### config.mk
export PLATFORM = sky130hd
export DESIGN_NAME = axil_cmd_master_flat
export DESIGN_NICKNAME = d
export VERILOG_FILES = /design/src/rtl/axil_cmd_master_if.sv /design/src/rtl/axil_cmd_master.sv /design/src/flat_wrapper.sv
export SDC_FILE = /design/constraint.sdc
export NUM_CORES = 1
export LEC_CHECK = 0
export CAP_MARGIN = 40
export CORE_MARGIN = 2
export CORE_UTILIZATION = 45
export CTS_CLUSTER_DIAMETER = 60
export DETAILED_ROUTE_END_ITERATION = 16
export PLACE_DENSITY_LB_ADDON = 0.15
export SYNTH_ARGS = -nofsm -noshare
export SYNTH_HDL_FRONTEND = slang
export SYNTH_SLANG_ARGS = --single-unit
### constraint.sdc
create_clock -name pcie_clk -period 8.2 [get_ports pcie_clk]
set_clock_uncertainty 0.15 [all_clocks]
set_input_delay 1.64 -clock pcie_clk [delete_from_list [all_inputs] [get_ports pcie_clk]]
set_output_delay 1.64 -clock pcie_clk [all_outputs]
set_load 0.05 [all_outputs]
### src/rtl/axil_cmd_master_if.sv
// AXI-Lite master/slave signal bundle used between axil_cmd_master and its target.
// The master drives addresses, write data, all VALIDs on request channels and the response READYs.
interface axil_cmd_master_if #(
  parameter int ADDR_W = 32,
  parameter int DATA_W = 32
);
  logic [ADDR_W-1:0]   awaddr;
  logic                awvalid;
  logic                awready;
  logic [DATA_W-1:0]   wdata;
  logic [DATA_W/8-1:0] wstrb;
  logic                wvalid;
  logic                wready;
  logic [1:0]          bresp;
  logic                bvalid;
  logic                bready;
  logic [ADDR_W-1:0]   araddr;
  logic                arvalid;
  logic                arready;
  logic [DATA_W-1:0]   rdata;
  logic [1:0]          rresp;
  logic                rvalid;
  logic                rready;

  modport master (
    output awaddr, awvalid, input awready,
    output wdata, wstrb, wvalid, input wready,
    input  bresp, bvalid, output bready,
    output araddr, arvalid, input arready,
    input  rdata, rresp, rvalid, output rready
  );

  modport slave (
    input  awaddr, awvalid, output awready,
    input  wdata, wstrb, wvalid, output wready,
    output bresp, bvalid, input bready,
    input  araddr, arvalid, output arready,
    output rdata, rresp, rvalid, input rready
  );
endinterface

### src/rtl/axil_cmd_master.sv
// Turns one cmd/rsp request at a time into a single AXI-Lite read or write,
// returning the response code, read data and the cmd-to-response latency in cycles.
module axil_cmd_master #(
  parameter int DATA_W = 32,
  parameter int ADDR_W = 32
) (
  input  logic                pcie_clk,
  input  logic                pcie_rst,
  input  logic                cmd_valid,
  output logic                cmd_ready,
  input  logic                cmd_write,
  input  logic [ADDR_W-1:0]   cmd_addr,
  input  logic [DATA_W-1:0]   cmd_wdata,
  input  logic [DATA_W/8-1:0] cmd_wstrb,
  output logic                rsp_valid,
  input  logic                rsp_ready,
  output logic                rsp_write,
  output logic [DATA_W-1:0]   rsp_rdata,
  output logic [1:0]          rsp_resp,
  output logic [15:0]         rsp_latency,
  axil_cmd_master_if.master   m_axi,
  output logic [2:0]          state_dbg
);

  typedef enum logic [2:0] {
    IDLE    = 3'd0,
    WR_REQ  = 3'd1,
    WR_RESP = 3'd2,
    RD_REQ  = 3'd3,
    RD_RESP = 3'd4,
    RSP     = 3'd5
  } state_t;

  state_t              state, state_n;
  logic                wr_q;
  logic [ADDR_W-1:0]   addr_q;
  logic [DATA_W-1:0]   wdata_q;
  logic [DATA_W/8-1:0] wstrb_q;
  logic [15:0]         lat_q, lat_inc;
  logic                awvalid_q, wvalid_q, bready_q, arvalid_q, rready_q;
  logic                awvalid_n, wvalid_n, bready_n, arvalid_n, rready_n, rsp_valid_n;
  logic                cmd_accept, b_done, r_done;

  // Every channel transfers on a clock edge where its VALID and READY are both high;
  // a VALID, once raised, is held with stable payload until that edge and never waits on READY.
  assign cmd_ready       = (state == IDLE);
  assign state_dbg       = state;
  assign m_axi.awaddr    = addr_q;
  assign m_axi.araddr    = addr_q;
  assign m_axi.wdata     = wdata_q;
  assign m_axi.wstrb     = wstrb_q;
  assign m_axi.awvalid   = awvalid_q;
  assign m_axi.wvalid    = wvalid_q;
  assign m_axi.bready    = bready_q;
  assign m_axi.arvalid   = arvalid_q;
  assign m_axi.rready    = rready_q;
  assign lat_inc         = (lat_q == 16'hFFFF) ? lat_q : lat_q + 16'd1;

  always_comb begin
    state_n     = state;
    awvalid_n   = awvalid_q;
    wvalid_n    = wvalid_q;
    arvalid_n   = arvalid_q;
    bready_n    = 1'b0;
    rready_n    = 1'b0;
    rsp_valid_n = 1'b0;
    cmd_accept  = 1'b0;
    b_done      = 1'b0;
    r_done      = 1'b0;
    case (state)
      IDLE: begin
        if (cmd_valid) begin
          cmd_accept = 1'b1;
          if (cmd_write) begin
            state_n   = WR_REQ;
            awvalid_n = 1'b1;
            wvalid_n  = 1'b1;
          end else begin
            state_n   = RD_REQ;
            arvalid_n = 1'b1;
          end
        end
      end
      WR_REQ: begin
        // AW and W retire independently; B is only requested once both have gone.
        awvalid_n = awvalid_q && !m_axi.awready;
        wvalid_n  = wvalid_q && !m_axi.wready;
        if (!awvalid_n && !wvalid_n) begin
          state_n  = WR_RESP;
          bready_n = 1'b1;
        end
      end
      WR_RESP: begin
        bready_n = 1'b1;
        if (m_axi.bvalid && bready_q) begin
          b_done      = 1'b1;
          bready_n    = 1'b0;
          rsp_valid_n = 1'b1;
          state_n     = RSP;
        end
      end
      RD_REQ: begin
        if (m_axi.arready) begin
          arvalid_n = 1'b0;
          rready_n  = 1'b1;
          state_n   = RD_RESP;
        end
      end
      RD_RESP: begin
        rready_n = 1'b1;
        if (m_axi.rvalid && rready_q) begin
          r_done      = 1'b1;
          rready_n    = 1'b0;
          rsp_valid_n = 1'b1;
          state_n     = RSP;
        end
      end
      RSP: begin
        rsp_valid_n = 1'b1;
        if (rsp_ready) begin
          rsp_valid_n = 1'b0;
          state_n     = IDLE;
        end
      end
      default: state_n = IDLE;
    endcase
  end

  always_ff @(posedge pcie_clk or posedge pcie_rst) begin
    if (pcie_rst) begin
      state       <= IDLE;
      wr_q        <= 1'b0;
      addr_q      <= '0;
      wdata_q     <= '0;
      wstrb_q     <= '0;
      lat_q       <= '0;
      awvalid_q   <= 1'b0;
      wvalid_q    <= 1'b0;
      bready_q    <= 1'b0;
      arvalid_q   <= 1'b0;
      rready_q    <= 1'b0;
      rsp_valid   <= 1'b0;
      rsp_write   <= 1'b0;
      rsp_rdata   <= '0;
      rsp_resp    <= '0;
      rsp_latency <= '0;
    end else begin
      state     <= state_n;
      awvalid_q <= awvalid_n;
      wvalid_q  <= wvalid_n;
      bready_q  <= bready_n;
      arvalid_q <= arvalid_n;
      rready_q  <= rready_n;
      rsp_valid <= rsp_valid_n;
      if (cmd_accept) begin
        wr_q    <= cmd_write;
        addr_q  <= cmd_addr;
        wdata_q <= cmd_wdata;
        wstrb_q <= cmd_wstrb;
        lat_q   <= '0;
      end else begin
        lat_q <= lat_inc;
      end
      // Latency counts the edge of the B/R handshake itself, hence lat_inc.
      if (b_done) begin
        rsp_write   <= wr_q;
        rsp_rdata   <= '0;
        rsp_resp    <= m_axi.bresp;
        rsp_latency <= lat_inc;
      end
      if (r_done) begin
        rsp_write   <= wr_q;
        rsp_rdata   <= m_axi.rdata;
        rsp_resp    <= m_axi.rresp;
        rsp_latency <= lat_inc;
      end
    end
  end

endmodule

### src/flat_wrapper.sv
// flat-port wrapper written by rule: the top's interface ports become plain ports
module axil_cmd_master_flat 
#(
  parameter int DATA_W = 32,
  parameter int ADDR_W = 32
)
  (pcie_clk, pcie_rst, cmd_valid, cmd_ready, cmd_write, cmd_addr, cmd_wdata, cmd_wstrb, rsp_valid, rsp_ready, rsp_write, rsp_rdata, rsp_resp, rsp_latency, state_dbg, m_axi_awaddr, m_axi_awvalid, m_axi_awready, m_axi_wdata, m_axi_wstrb, m_axi_wvalid, m_axi_wready, m_axi_bresp, m_axi_bvalid, m_axi_bready, m_axi_araddr, m_axi_arvalid, m_axi_arready, m_axi_rdata, m_axi_rresp, m_axi_rvalid, m_axi_rready);
  axil_cmd_master_if #(.ADDR_W(ADDR_W), .DATA_W(DATA_W)) m_axi_i ();
  input  logic pcie_clk;
  input  logic pcie_rst;
  input  logic cmd_valid;
  output logic cmd_ready;
  input  logic cmd_write;
  input  logic [ADDR_W-1:0] cmd_addr;
  input  logic [DATA_W-1:0] cmd_wdata;
  input  logic [DATA_W/8-1:0] cmd_wstrb;
  output logic rsp_valid;
  input  logic rsp_ready;
  output logic rsp_write;
  output logic [DATA_W-1:0] rsp_rdata;
  output logic [1:0] rsp_resp;
  output logic [15:0] rsp_latency;
  output logic [2:0] state_dbg;
  output wire logic [$bits(m_axi_i.awaddr)-1:0] m_axi_awaddr;
  output wire logic [$bits(m_axi_i.awvalid)-1:0] m_axi_awvalid;
  input wire logic [$bits(m_axi_i.awready)-1:0] m_axi_awready;
  output wire logic [$bits(m_axi_i.wdata)-1:0] m_axi_wdata;
  output wire logic [$bits(m_axi_i.wstrb)-1:0] m_axi_wstrb;
  output wire logic [$bits(m_axi_i.wvalid)-1:0] m_axi_wvalid;
  input wire logic [$bits(m_axi_i.wready)-1:0] m_axi_wready;
  input wire logic [$bits(m_axi_i.bresp)-1:0] m_axi_bresp;
  input wire logic [$bits(m_axi_i.bvalid)-1:0] m_axi_bvalid;
  output wire logic [$bits(m_axi_i.bready)-1:0] m_axi_bready;
  output wire logic [$bits(m_axi_i.araddr)-1:0] m_axi_araddr;
  output wire logic [$bits(m_axi_i.arvalid)-1:0] m_axi_arvalid;
  input wire logic [$bits(m_axi_i.arready)-1:0] m_axi_arready;
  input wire logic [$bits(m_axi_i.rdata)-1:0] m_axi_rdata;
  input wire logic [$bits(m_axi_i.rresp)-1:0] m_axi_rresp;
  input wire logic [$bits(m_axi_i.rvalid)-1:0] m_axi_rvalid;
  output wire logic [$bits(m_axi_i.rready)-1:0] m_axi_rready;
  assign m_axi_awaddr = m_axi_i.awaddr;
  assign m_axi_awvalid = m_axi_i.awvalid;
  assign m_axi_i.awready = m_axi_awready;
  assign m_axi_wdata = m_axi_i.wdata;
  assign m_axi_wstrb = m_axi_i.wstrb;
  assign m_axi_wvalid = m_axi_i.wvalid;
  assign m_axi_i.wready = m_axi_wready;
  assign m_axi_i.bresp = m_axi_bresp;
  assign m_axi_i.bvalid = m_axi_bvalid;
  assign m_axi_bready = m_axi_i.bready;
  assign m_axi_araddr = m_axi_i.araddr;
  assign m_axi_arvalid = m_axi_i.arvalid;
  assign m_axi_i.arready = m_axi_arready;
  assign m_axi_i.rdata = m_axi_rdata;
  assign m_axi_i.rresp = m_axi_rresp;
  assign m_axi_i.rvalid = m_axi_rvalid;
  assign m_axi_rready = m_axi_i.rready;
  axil_cmd_master #(.DATA_W(DATA_W), .ADDR_W(ADDR_W)) u_core (.pcie_clk(pcie_clk), .pcie_rst(pcie_rst), .cmd_valid(cmd_valid), .cmd_ready(cmd_ready), .cmd_write(cmd_write), .cmd_addr(cmd_addr), .cmd_wdata(cmd_wdata), .cmd_wstrb(cmd_wstrb), .rsp_valid(rsp_valid), .rsp_ready(rsp_ready), .rsp_write(rsp_write), .rsp_rdata(rsp_rdata), .rsp_resp(rsp_resp), .rsp_latency(rsp_latency), .m_axi(m_axi_i), .state_dbg(state_dbg));
endmodule
==> summary by stage, run 1 <==
GRT
The number of antenna violations at the first check in global routing was 0. Global routing used 22.6% of the available tracks. The first global-routing pass estimated 25.0 mm of wire. The via count of the first global-routing pass was 4,794.

Global routing finished with a remaining overflow of 0. Entering global routing, the biggest net connects 81 pins.

Logic synthesis
Synthesis inferred 145 register bits. In this run, synthesis inferred 0 flip-flops with an integrated enable. The most area-hungry cell type in the Yosys netlist is dfrtp_1. The synthesized netlist net count is 576. The post-synthesis area per instance is 13.1 um2. The portion of synthesized cell area occupied by the leading cell type is 60.1%. The cell count after synthesis is 461. The most used flip-flop cell after synthesis is dfrtp_1.

Summing the sequential cell areas from Yosys gives 60.1% of the chip area. After synthesis, the share of flip-flops with an asynchronous set or reset is 100%. The post-synthesis instance area is 6040 um2.

During synthesis, Yosys emitted a total of 0 warnings. The number of different library cells in the post-synthesis netlist is 47. In the post-synthesis netlist, the biggest area contributors are dfrtp_1 60%, mux2_2 13%, a22o_1 4.8%.

Layout
The number of diodes is 0. Leaving out fill and tap cells, the most frequent cell in the layout is clkdlybuf4s50_1. The ratio of cells with drive above 1 in the final layout is 16.4%. The synthesis-to-finish area growth is 54.7%. The net count of the finished layout is 817. The top cell types in the final layout, fill and taps aside, are 274 x clkdlybuf4s50_1, 145 x dfrtp_1, 71 x mux2_2.

Critical path
The capture point of the worst reg-to-reg path is u_core.m_axi.wdata[14]$_DFFE_PP0P_. The beginning of the worst register-to-register path is u_core.state_dbg[0]$_DFFE_PP0P_. The largest driver fanout on the critical path is 14. In this design, the stage delay of the slowest critical-path cell is 0.86 ns. Data on the critical path is required at its endpoint by 6.41 ns. The worst setup path is launched from a flop. In this run the register-to-register setup slack is 5.52 ns. Data arrives at the worst endpoint at 2.11 ns. The kind of cell with the highest combined delay along the critical path is buffers and inverters. The critical path goes through nor3_1 -> clkdlybuf4s50_1.

The classification of the worst setup path is reg -> out. The cell at the slowest stage of the critical path is clkdlybuf4s50_1. The worst register-to-register path has a depth of 4. Counting both buffers and inverters, the worst setup path holds a total of 1.

The endpoint type of the worst setup path is a primary output.

Worst hold path
The startpoint identified for the worst hold timing path is u_core.rsp_latency[6]$_DFFE_PP0P_. The class of the worst hold path is reg -> reg. The worst hold path cell count is 2. The worst hold endpoint is u_core.rsp_latency[6]$_DFFE_PP0P_.

Route
The routed via count divided by cell count is 5.16. The DRC violations left is 0. Once detail routing completed, the nets flagged for antenna violations numbered 0.

Wire segments on met3 add up to 1.25 mm in the final route. The routed length on met2 is 8.08 mm. The wire length on met1 is 6.12 mm.

The total number of vias is 4,599. The initial DRC count is 166. Wires add up to 15.7 mm. The average wire per cell in the routed design is 17.6 um. The detailed-router iteration count before antenna repair is 4. The top metal layer carrying routed signals is met4.

Clocking
The CTS tree is built. In this run the deepest clock path goes through 2 buffers. The H-tree generated during clock tree synthesis spans 4 levels. The number of setup buffers added after CTS is 0. The clock sink count is 145. After clock tree synthesis, the repair step resized 0 gates. In this run, post-CTS hold repair placed 0 buffers.

The later pin in the worst-skew pair is clocked with a latency of 0.42 ns. The number of clock buffers inserted by TritonCTS is 17. The tree is rooted in a clkbuf_16.

After clock tree synthesis, the clock-pin slew on the worst setup and hold paths is 0.06 ns.

Die
The vertical die dimension is 120 um. The core region is 13,200 um2. For this configuration, the core starts out at a cell density of 45.8%.

The top-level port count is 275. The die covers 14,400 um2. The x dimension of the die is 120 um. After floorplanning, the core was divided into 42 placement rows.

STA
The count of pins over their slew limit is 0. The number of hold violations in the final report is 0. The summed negative setup slack over all endpoints is 0 ns.

For this run, the top clock speed supported by timing is 256 MHz. Dividing the final minimum period by the clock period gives 47.6%. The final setup violation count is 0.

Setup repair after global routing left no endpoint under its margin. The headroom to the max-slew limit is 45.3%. Counting I/O delays and the setup requirement, the final critical path takes 3.90 ns.

At the pin with the least slew margin, the transition time is 0.820 ns.

Placed design
The count of buffers inserted at the top-level ports is 274. The placed wire-length estimate is 11.3 mm. The final weighted congestion in routability-driven placement is 0.836.

Run status
The flow ran to the end, and the final reports show no timing, DRC or antenna violations.

Job
The number of violations of the max-capacitance limit is 0.
[worst reg2reg max path, delay by kind of cell (launching register included)]
| family | cells | cell delay [ns] |
|---|---|---|
| buf+inv | 1 | 0.68 |
| flops | 1 | 0.53 |
| mux | 1 | 0.42 |
| simple gates | 2 | 0.78 |
[through the flow]
stage | area, um2 | setup slack, ns | hold WS, ns | utilization, % | std cells
after floorplan | 6040 | 2.52 | 0.292 | - | 461
after global placement | 8650 | 4.28 | 0.309 | 65.6 | 857
after detailed placement | 8680 | 4.25 | 0.328 | 65.8 | 859
after CTS | 9350 | 4.27 | 0.340 | 70.9 | 891
after global routing | 9350 | 4.16 | 0.364 | 70.9 | 891
final | 9350 | 4.30 | 0.336 | 70.9 | 891
[synthesized netlist by cell type, types with 2 or more instances]
library cell	n
o21ai_0	4
buf_2	15
nor3_1	12
nand2_1	25
nand4_2	2
mux2_2	71
xnor2_1	2
and2_1	2
a21oi_1	14
inv_1	3
and3_1	3
a31oi_1	9
nor2b_1	5
o22ai_1	2
a211oi_1	2
nand4_1	5
nor2_1	15
o31ai_1	7
buf_4	38
clkbuf_1	3
or3_1	3
a22o_1	33
o21ai_1	7
and4_1	4
mux2i_1	5
dfrtp_1	145
o2111a_1	2
nand3_1	4
[cells by family after synthesis]
family | after synthesis | share of synthesized area, %
AND/OR/NAND/NOR | 90 | 8.37
multiplexers | 76 | 14.1
XOR/XNOR | 3 | 0.435
buffers and inverters | 60 | 6.52
AO/OA/AOI/OAI | 86 | 10.4
flip-flops | 145 | 60.1
adder cells (fa/ha/maj) | 1 | 0.207
[flip-flops by register name, summed over array words and instances (netlist names)]
name,count
u_core.rsp_rdata,32
u_core.m_axi.wvalid,1
u_core.rsp_write,1
u_core.m_axi.araddr,32
u_core.m_axi.rready,1
u_core.m_axi.arvalid,1
u_core.rsp_latency,16
u_core.m_axi.wdata,32
u_core.m_axi.wstrb,4
u_core.rsp_valid,1
u_core.m_axi.bready,1
u_core.lat_q,16
u_core.wr_q,1
u_core.m_axi.awvalid,1
u_core.rsp_resp,2
u_core.state_dbg,3
[worst max-delay path by stage]
| stage | start | end | slack [ns] | cells after the start |
|---|---|---|---|---|
| 6_report | u_core.state_dbg[0]$_DFFE_PP0P_ | cmd_ready | 4.30 | 2 |
| 5_1_grt | u_core.state_dbg[0]$_DFFE_PP0P_ | cmd_ready | 4.16 | 2 |
| 4_1_cts | u_core.state_dbg[0]$_DFFE_PP0P_ | cmd_ready | 4.27 | 2 |
| 3_5_place_dp | cmd_valid | u_core.m_axi.araddr[30]$_DFFE_PP0P_ | 4.25 | 4 |
| 3_3_place_gp | cmd_valid | u_core.m_axi.wdata[31]$_DFFE_PP0P_ | 4.28 | 4 |
| 2_1_floorplan | pcie_rst | u_core.lat_q[0]$_DFF_PP0_ | 2.52 | 1 |
[routing by layer]
layer  up-vias  GRT usage [%]
met5         -              0
met4         0           8.01
met3        20           7.56
met2       191           39.4
met1      2268           26.0
li1       2120              -
[area by class of cell]
class                           count  area, um2
Multi-Input combinational cell    256       2020
Tap cell                          176        220
Inverter                            3       16.3
Sequential cell                   145       3630
Fill cell                         940       3840
Timing Repair Buffer              279       2790
Clock inverter                     11        208
Clock buffer                       21        460
Power of run 1 is left out: the tool's default activity adds up to more than one toggle a clock period on the data nets, which glitch-free logic cannot reach.
==> run 2, diff against run 1 <==
--- a/config.mk
+++ b/config.mk
@@ -7,7 +7,7 @@
 export LEC_CHECK = 0
 export CAP_MARGIN = 40
 export CORE_MARGIN = 2
-export CORE_UTILIZATION = 45
+export CORE_UTILIZATION = 38
 export CTS_CLUSTER_DIAMETER = 60
 export DETAILED_ROUTE_END_ITERATION = 16
 export PLACE_DENSITY_LB_ADDON = 0.15
==> constraint.sdc (replaced) <==
create_clock -name pcie_clk -period 3.2 [get_ports pcie_clk]
set_clock_uncertainty 0.15 [all_clocks]
set_input_delay 0.64 -clock pcie_clk [delete_from_list [all_inputs] [get_ports pcie_clk]]
set_output_delay 0.64 -clock pcie_clk [all_outputs]
set_load 0.05 [all_outputs]
==> run 2 against run 1 <==
  * Global-route usage fell by 4.0 points
  * Hold slack got worse by 0.0019 ns
  * Final area rose by 0.36%
  * Non-clock buffer count rose by 2
  * Via count barely moved
  * Critical path depth did not move
  * First-iteration DRC count rose by 1.8%
  * Sequential cell count did not move
  * Sequential share of layout area fell by 0.14 points
  * Critical path type unchanged
==> summary by stage, run 2 (synthesized netlist as in run 1, its figures left out) <==
Run status
The run finished with clean final reports.

GRT
For this run, global-route usage on met2 was measured as 31.9%. The first global-routing pass estimated 24.0 mm of wire. The final global-route overflow total is 0.

For this run, the total global-route usage over all layers was measured as 18.6%. The number of antenna violations at the first check in global routing is 1. Entering global routing, the biggest net connects 146 pins.

The via count of the first global-routing pass is 4,545. The met3 track utilization from global routing is 6.03%. For this run, global-route usage on met1 was measured as 21.9%.

In this run the most used layer during global routing was met2.

Critical path
The largest driver fanout on the critical path is 14. The worst setup path is launched from a flop. STA puts the critical path data arrival time at 2.08 ns. The setup slack of the worst register-to-register path is 1.03 ns. The stage delay of the slowest cell on the critical path is 0.87 ns.

The critical path goes through nor3_1 -> clkdlybuf4s50_1. The worst reg2reg path depth is 4. The endpoint identified for the worst register-to-register timing path is u_core.m_axi.araddr[28]$_DFFE_PP0P_. The count of buffering cells on the critical path with inverters included is 1.

In this design, the largest share of critical-path delay is due to buffers and inverters. The cell at the slowest stage of the critical path is clkdlybuf4s50_1. The classification of the worst setup path is reg -> out.

The endpoint type of the worst setup path is a primary output. The worst register-to-register path begins at u_core.state_dbg[0]$_DFFE_PP0P_. The required time at the worst-slack endpoint is 2.41 ns.

Route
Across all layers, the routed design uses 4,602 vias. The count of antenna-violating nets left after detailed routing is 0. After detailed routing, the average wire length per cell comes to 17.3 um. The detailed-router iteration count before antenna repair is 4. The routed via count divided by cell count is 4.93. The initial DRC count is 169. The DRC violations left is 0.

Summed over all layers, the routed wires come to 16.1 mm.

Layout
The post-route netlist has 16.7% of its cells at a drive strength greater than 1. The repair_antennas step left the layout with diodes totalling 0. The library cell used most frequently in the layout, excluding fill and tap cells, is clkdlybuf4s50_1. Once layout is done, the placed cells without fillers occupy 9380 um2. The synthesis-to-finish area growth is 55.3%. At the end of the flow, the number of nets in the layout was 819. The library cells used most frequently in the layout, excluding fill and tap cells, are 274 x clkdlybuf4s50_1, 145 x dfrtp_1, 71 x mux2_2. The final standard cell utilization of the core is 59.7%. Fill cells in the final layout number 1,275.

Placed design
The placed wire-length estimate is 11.7 mm. The final weighted congestion in routability-driven placement is 0.766. Once placement finished, the instance area stood at 8760 um2.

The count of buffers inserted at the top-level ports is 274.

Clocking
Buffers added to address setup during post-CTS repair amount to 0. The number of hold-repair buffers added at the cts stage is 0. The clock-pin slew reported for the worst setup and hold paths after clock tree synthesis is 0.06 ns. The number of levels in the clock H-tree is 4. The longest clock path from root to sink contains 2 buffers.

The tree is rooted in a clkbuf_16. The later pin in the worst-skew pair is clocked with a latency of 0.41 ns. TritonCTS built the clock tree. Counting every sink on the clock net gives 145. In this run, CTS created clock tree buffers numbering 17. The total of cells resized after clock tree synthesis is 0.

STA
The period utilization is 89.7%. The count of pins over their slew limit came to 0. For the finished layout, the period the worst path requires is 2.87 ns. Adding up every negative setup slack in the final design gives 0 ns. The final hold slack is 0.334 ns. The achievable frequency is 348 MHz. At the pin with the least slew margin, the transition time is 0.745 ns. The final setup violation count is 0. The headroom to the max-slew limit is 50.3%. Setup repair after global routing left no endpoint under its margin.

The number of hold violations in the final report came to 0.

Die
The vertical die dimension is 130 um. The initial core utilization is 38.5%. The area of the die is 16,900 um2. During I/O placement, the number of pins put on the boundary was 275. Measured along the x axis, the die boundary spans 130 um. The area of the core region is 15,700 um2. The floorplan has 46 rows.

Worst hold path
Counting instances, the worst hold path has a depth of 2. The startpoint identified for the worst hold timing path is u_core.rsp_write$_DFFE_PP0P_. The class of the worst hold path is reg -> reg. The worst hold path terminates at u_core.rsp_write$_DFFE_PP0P_.

Job
Max-cap violations in this run came to 0.
run 2: per-layer routing:
metal | wire, um | vias to the layer above
met1 | 6260 | 2266
met2 | 8210 | 179
li1 | - | 2134
met4 | 271 | 2
met5 | 7 | -
met3 | 1390 | 21
run 2: worst max path at each step:
| stage | start | endpoint | cells after the start |
|---|---|---|---|
| after floorplan | u_core.state_dbg[2]$_DFFE_PP0P_ | u_core.m_axi.wstrb[2]$_DFFE_PP0P_ | 7 |
| after global placement | cmd_valid | u_core.lat_q[15]$_DFF_PP0_ | 5 |
| after detailed placement | cmd_valid | u_core.m_axi.wstrb[2]$_DFFE_PP0P_ | 4 |
| after CTS | u_core.state_dbg[1]$_DFFE_PP0P_ | cmd_ready | 2 |
| after global routing | u_core.state_dbg[0]$_DFFE_PP0P_ | cmd_ready | 2 |
| final | u_core.state_dbg[0]$_DFFE_PP0P_ | cmd_ready | 2 |
run 2: worst register-to-register path, cell delays in order (launching register included):
cell and delay, ns:
dfrtp_1 0.50, nor3_1 0.30, and2_4 0.38, buf_12 0.31, mux2_2 0.42
run 2: metrics by stage:
step,setup slack [ns],std cells
after floorplan,0.0420,461
after global placement,0.724,901
after detailed placement,0.718,901
after CTS,0.284,933
after global routing,0.220,933
final,0.329,933
run 2: final cells by class:
cell class	count	area, um2	area share (%)
Inverter	3	15.0	0.160
Tap cell	216	270	2.88
Timing Repair Buffer	281	2820	30.1
Clock buffer	19	443	4.72
Sequential cell	145	3630	38.7
Clock inverter	13	183	1.95
Multi-Input combinational cell	256	2020	21.6
Power of run 2 is left out for the same reason.
==> run 3, diff against run 2 <==
--- a/config.mk
+++ b/config.mk
@@ -5,12 +5,14 @@
 export SDC_FILE = /design/constraint.sdc
 export NUM_CORES = 1
 export LEC_CHECK = 0
+export ABC_AREA = 1
 export CAP_MARGIN = 40
 export CORE_MARGIN = 2
 export CORE_UTILIZATION = 38
 export CTS_CLUSTER_DIAMETER = 60
 export DETAILED_ROUTE_END_ITERATION = 16
 export PLACE_DENSITY_LB_ADDON = 0.15
+export SKIP_CTS_REPAIR_TIMING = 1
 export SYNTH_ARGS = -nofsm -noshare
 export SYNTH_HDL_FRONTEND = slang
 export SYNTH_SLANG_ARGS = --single-unit
==> run 3 against run 2 <==
  * Core utilization shrank 0.47 points
  * Synthesized cell count grew 62%
  * Wire length grew 5.7%
  * Critical path depth grew 2
  * Area after synthesis grew 5.4%
  * Critical endpoint unchanged
  * Sequential share of layout area shrank 1.5 points
  * Critical path type unchanged
==> summary by stage, run 3 <==
Layout
Leaving out fill and tap cells, the most frequent cell in the layout is nand2_1. The ratio of cells with drive above 1 in the final layout is 6.18%. The fill cell instance count of the final layout is 1,504.

Leaving out fill and tap cells, the most frequent cells in the layout are 340 x nand2_1, 274 x clkdlybuf4s50_1, 145 x dfrtp_1. The layout net count is 1,106. Relative to the synthesized area, the layout overhead comes to 53.2%. For this run, the number of standard cells in the final layout without fillers is 1,224. 0 antenna diodes ended up in the layout.

Critical path
The capture point of the worst reg-to-reg path is u_core.rsp_rdata[26]$_DFFE_PP0P_. The setup check on the worst reg-to-reg path leaves a slack of 1.24 ns. Data on the critical path arrives at its endpoint at 2.16 ns. The kind of start point of the critical path is a flop. Measured in cells, the most critical reg-to-reg path has a length of 6. Along the worst path, the maximum fanout reaches 8. The worst setup path is captured at a primary output. The count of buffering cells on the critical path with inverters included is 2. The beginning of the worst register-to-register path is u_core.state_dbg[2]$_DFFE_PP0P_. Among cell families on the critical path, the largest total delay comes from buffers and inverters. The critical path is of the reg -> out type. For the worst setup path, the data required time is 2.41 ns. The stage delay of the slowest cell on the critical path is 0.86 ns.

Among all stages on the critical path, the largest delay is contributed by clkdlybuf4s50_1. Walking the worst path, the cells encountered are nor2_4 -> nand2_2 -> inv_1 -> clkdlybuf4s50_1.

GRT
The via count of the first global-routing pass was 5,224. The total routing resource utilization after global routing is 19.7%. Entering global routing, the biggest net connects 82 pins. The wire length of the first global-routing pass is 27.4 mm. Global routing finished with a remaining overflow of 0. The number of antenna violations at the first check in global routing is 0.

Logic synthesis
Of the total synthesized cell area, the portion taken by AND, OR, NAND and NOR gates is 25.7%. Among all flip-flop cells after synthesis, the most frequent one is dfrtp_1. Summing the sequential cell areas from Yosys gives 57.0% of the chip area.

In the post-synthesis netlist, the biggest area contributors are dfrtp_1 57%, nand2_1 20%, buf_4 4.0%. The cell with the most instances after synthesis is nand2_1. Synthesis produced 747 cells. In this run, synthesis inferred 0 flip-flops with an integrated enable. The portion of synthesized cell area occupied by the leading cell type is 57.0%. Counting flops with an async set or reset pin after synthesis yields a share of 100%.

The dominant combinational cell family by area after synthesis is simple AND/OR/NAND/NOR gates. The Yosys step of the flow raised 0 warnings. The post-synthesis instance area is 6370 um2. The most area-hungry cell type in the Yosys netlist is dfrtp_1. The xor/xnor share of the synthesized area is 0.688%.

In this run, synthesis produced a sequential element count of 145. The post-synthesis mux area share is 0%. The adder-cell share of the synthesized area is 0.196%. The area fraction in compound gates after synthesis is 5.42%. The synthesized netlist net count is 862.

The post-synthesis area per instance is 8.53 um2. In the synthesized netlist, the cells that appear most often are 340 x nand2_1, 145 x dfrtp_1, 66 x inv_1. The number of different library cells in the post-synthesis netlist is 31.

Route
Detailed routing inserted a total of 5,380 vias. For this block, wires on met1 add up to 6.87 mm. The top metal layer carrying routed signals is met4. The DRC violations left is 0. The detailed-router iteration count before antenna repair is 4. After detailed routing, the total wire length is 17.0 mm. The count of antenna-violating nets left after detailed routing is 0.

Using the TritonRoute via totals, the vias-per-cell ratio works out to 4.40. Dividing the detail-routed wire length by the instance count gives 13.9 um. The detailed router finished its first iteration with 191 violations. After detailed routing, the met3 layer carries 1.25 mm of wire. The routed length on met2 is 8.59 mm.

Worst hold path
The worst hold path begins at u_core.m_axi.wstrb[2]$_DFFE_PP0P_. The class of the worst hold path is reg -> reg. The worst hold endpoint is u_core.m_axi.wstrb[2]$_DFFE_PP0P_. The worst hold path passes through 2 cells.

Die
The area of the core region is 16,500 um2. The vertical die dimension is 133 um. The initial core utilization is 38.7%. The number of rows in the core area is 47.

The top-level port count is 275. The x dimension of the die is 133 um. The die covers 17,800 um2.

STA
The period utilization is 92.1%. The headroom to the max-slew limit is 55.7%. Setup repair after global routing left no endpoint under its margin. The final setup violation count is 0.

For this run, the top clock speed supported by timing is 339 MHz. The final critical delay including setup and external delays is 2.95 ns. The summed negative setup slack over all endpoints is 0 ns. The worst-margin pin slew is 0.665 ns. The count of pins over their slew limit came to 0. The number of hold violations in the final report is 0.

Placed design
Routability-driven placement finished with a final weighted congestion of 0.835. During placement, the flow inserted port buffers numbering 274. Including well taps, the total number of placed cells is 1,192. Detailed placement finished with a half-perimeter wire length of 12.4 mm.

Power and ir drop
The ratio of total power to cell area is 1150 nW/um2. Overall power consumption after layout is estimated at 11.2 mW. In this run the static leakage power is 4.76 nW. The worst-case IR drop observed on VDD is 0.645 mV.

Job
The number of violations of the max-capacitance limit is 0.

Clocking
The clock root buffer master is clkbuf_16. The number of levels in the clock H-tree is 4. The clock-pin slew reported for the worst setup and hold paths after clock tree synthesis is 0.06 ns. TritonCTS built the clock tree.

The clock passes through at most 2 buffers. For this design, the sink count on the clock tree is 145. The later pin in the worst-skew pair is clocked with a latency of 0.41 ns. The number of clock buffers inserted by TritonCTS is 17.

Run status
The flow ran to the end, and the final reports show no timing, DRC or antenna violations.
[run 3: cell types whose count changed after synthesis, moves of 10 or more]
cell / delta
o21ai_0: +22
nor3_1: -11
nand3_1: +17
nand2_1: +315
a22o_1: -33
o21ai_1: +12
nor2_1: +16
inv_1: +63
a21oi_1: -10
mux2_2: -71
buf_6: +10
[run 3: routing by layer]
layer  up-vias  GRT usage, %
li1       2735             -
met1      2474          23.2
met2       149          33.1
met3        22          7.61
met4         0          6.68
met5         -             0
[run 3: worst reg2reg max path: cells and delay by family (launching register included)]
family | cells | cell delay (ns)
AOI/OAI and AO/OA | 2 | 0.42
and+or+nand+nor | 2 | 0.32
DFF | 1 | 0.50
buffers and inverters | 2 | 0.44
[run 3: cell families (layout without fill, tap and decap cells)]
kind of cell / count (synthesis) / in the layout
adders and majority gates: 1 / 1
DFF: 145 / 145
and+or+nand+nor: 408 / 408
AOI/OAI and AO/OA: 60 / 60
buffers and inverters: 128 / 385
xor gates and xnor gates: 5 / 5
[run 3: how the worst max path moves through the flow]
stage / start / end / slack [ns] / depth (start not counted)
after floorplan: pcie_rst / u_core.lat_q[0]$_DFF_PP0_ / 0.59 / 1
after global placement: u_core.state_dbg[1]$_DFFE_PP0P_ / cmd_ready / 0.70 / 4
after detailed placement: u_core.state_dbg[1]$_DFFE_PP0P_ / cmd_ready / 0.68 / 4
after CTS: u_core.state_dbg[1]$_DFFE_PP0P_ / cmd_ready / 0.22 / 4
after global routing: u_core.state_dbg[1]$_DFFE_PP0P_ / cmd_ready / 0.12 / 4
final: u_core.state_dbg[1]$_DFFE_PP0P_ / cmd_ready / 0.25 / 4
[run 3: area by class of cell]
cell class                      instances  area (um2)  share of cell area, %
Clock inverter                         12         204                   2.09
Sequential cell                       145        3630                   37.2
Inverter                               70         269                   2.76
Tap cell                              220         275                   2.82
Timing Repair Buffer                  283        2890                   29.6
Clock buffer                           20         457                   4.68
Multi-Input combinational cell        474        2040                   20.9
[run 3: through the flow]
stage	area, um2	utilization [%]	hold WS (ns)	setup WS, ns
after floorplan	6370	-	0.333	0.591
after global placement	9090	55.2	0.302	0.695
after detailed placement	9090	55.2	0.307	0.676
after CTS	9750	59.2	0.323	0.217
after global routing	9750	59.2	0.341	0.123
final	9750	59.2	0.318	0.253
[run 3: power by group]
part           total (mW)  switching [mW]  leakage, nW  internal (mW)
sequential           2.96           0.466         1.87           2.49
combinational        6.02            4.13         2.57           1.89
clock                2.20           0.769        0.313           1.43
total                11.2            5.37         4.76           5.81
No activity file was read; power rests on OpenSTA's default activity.
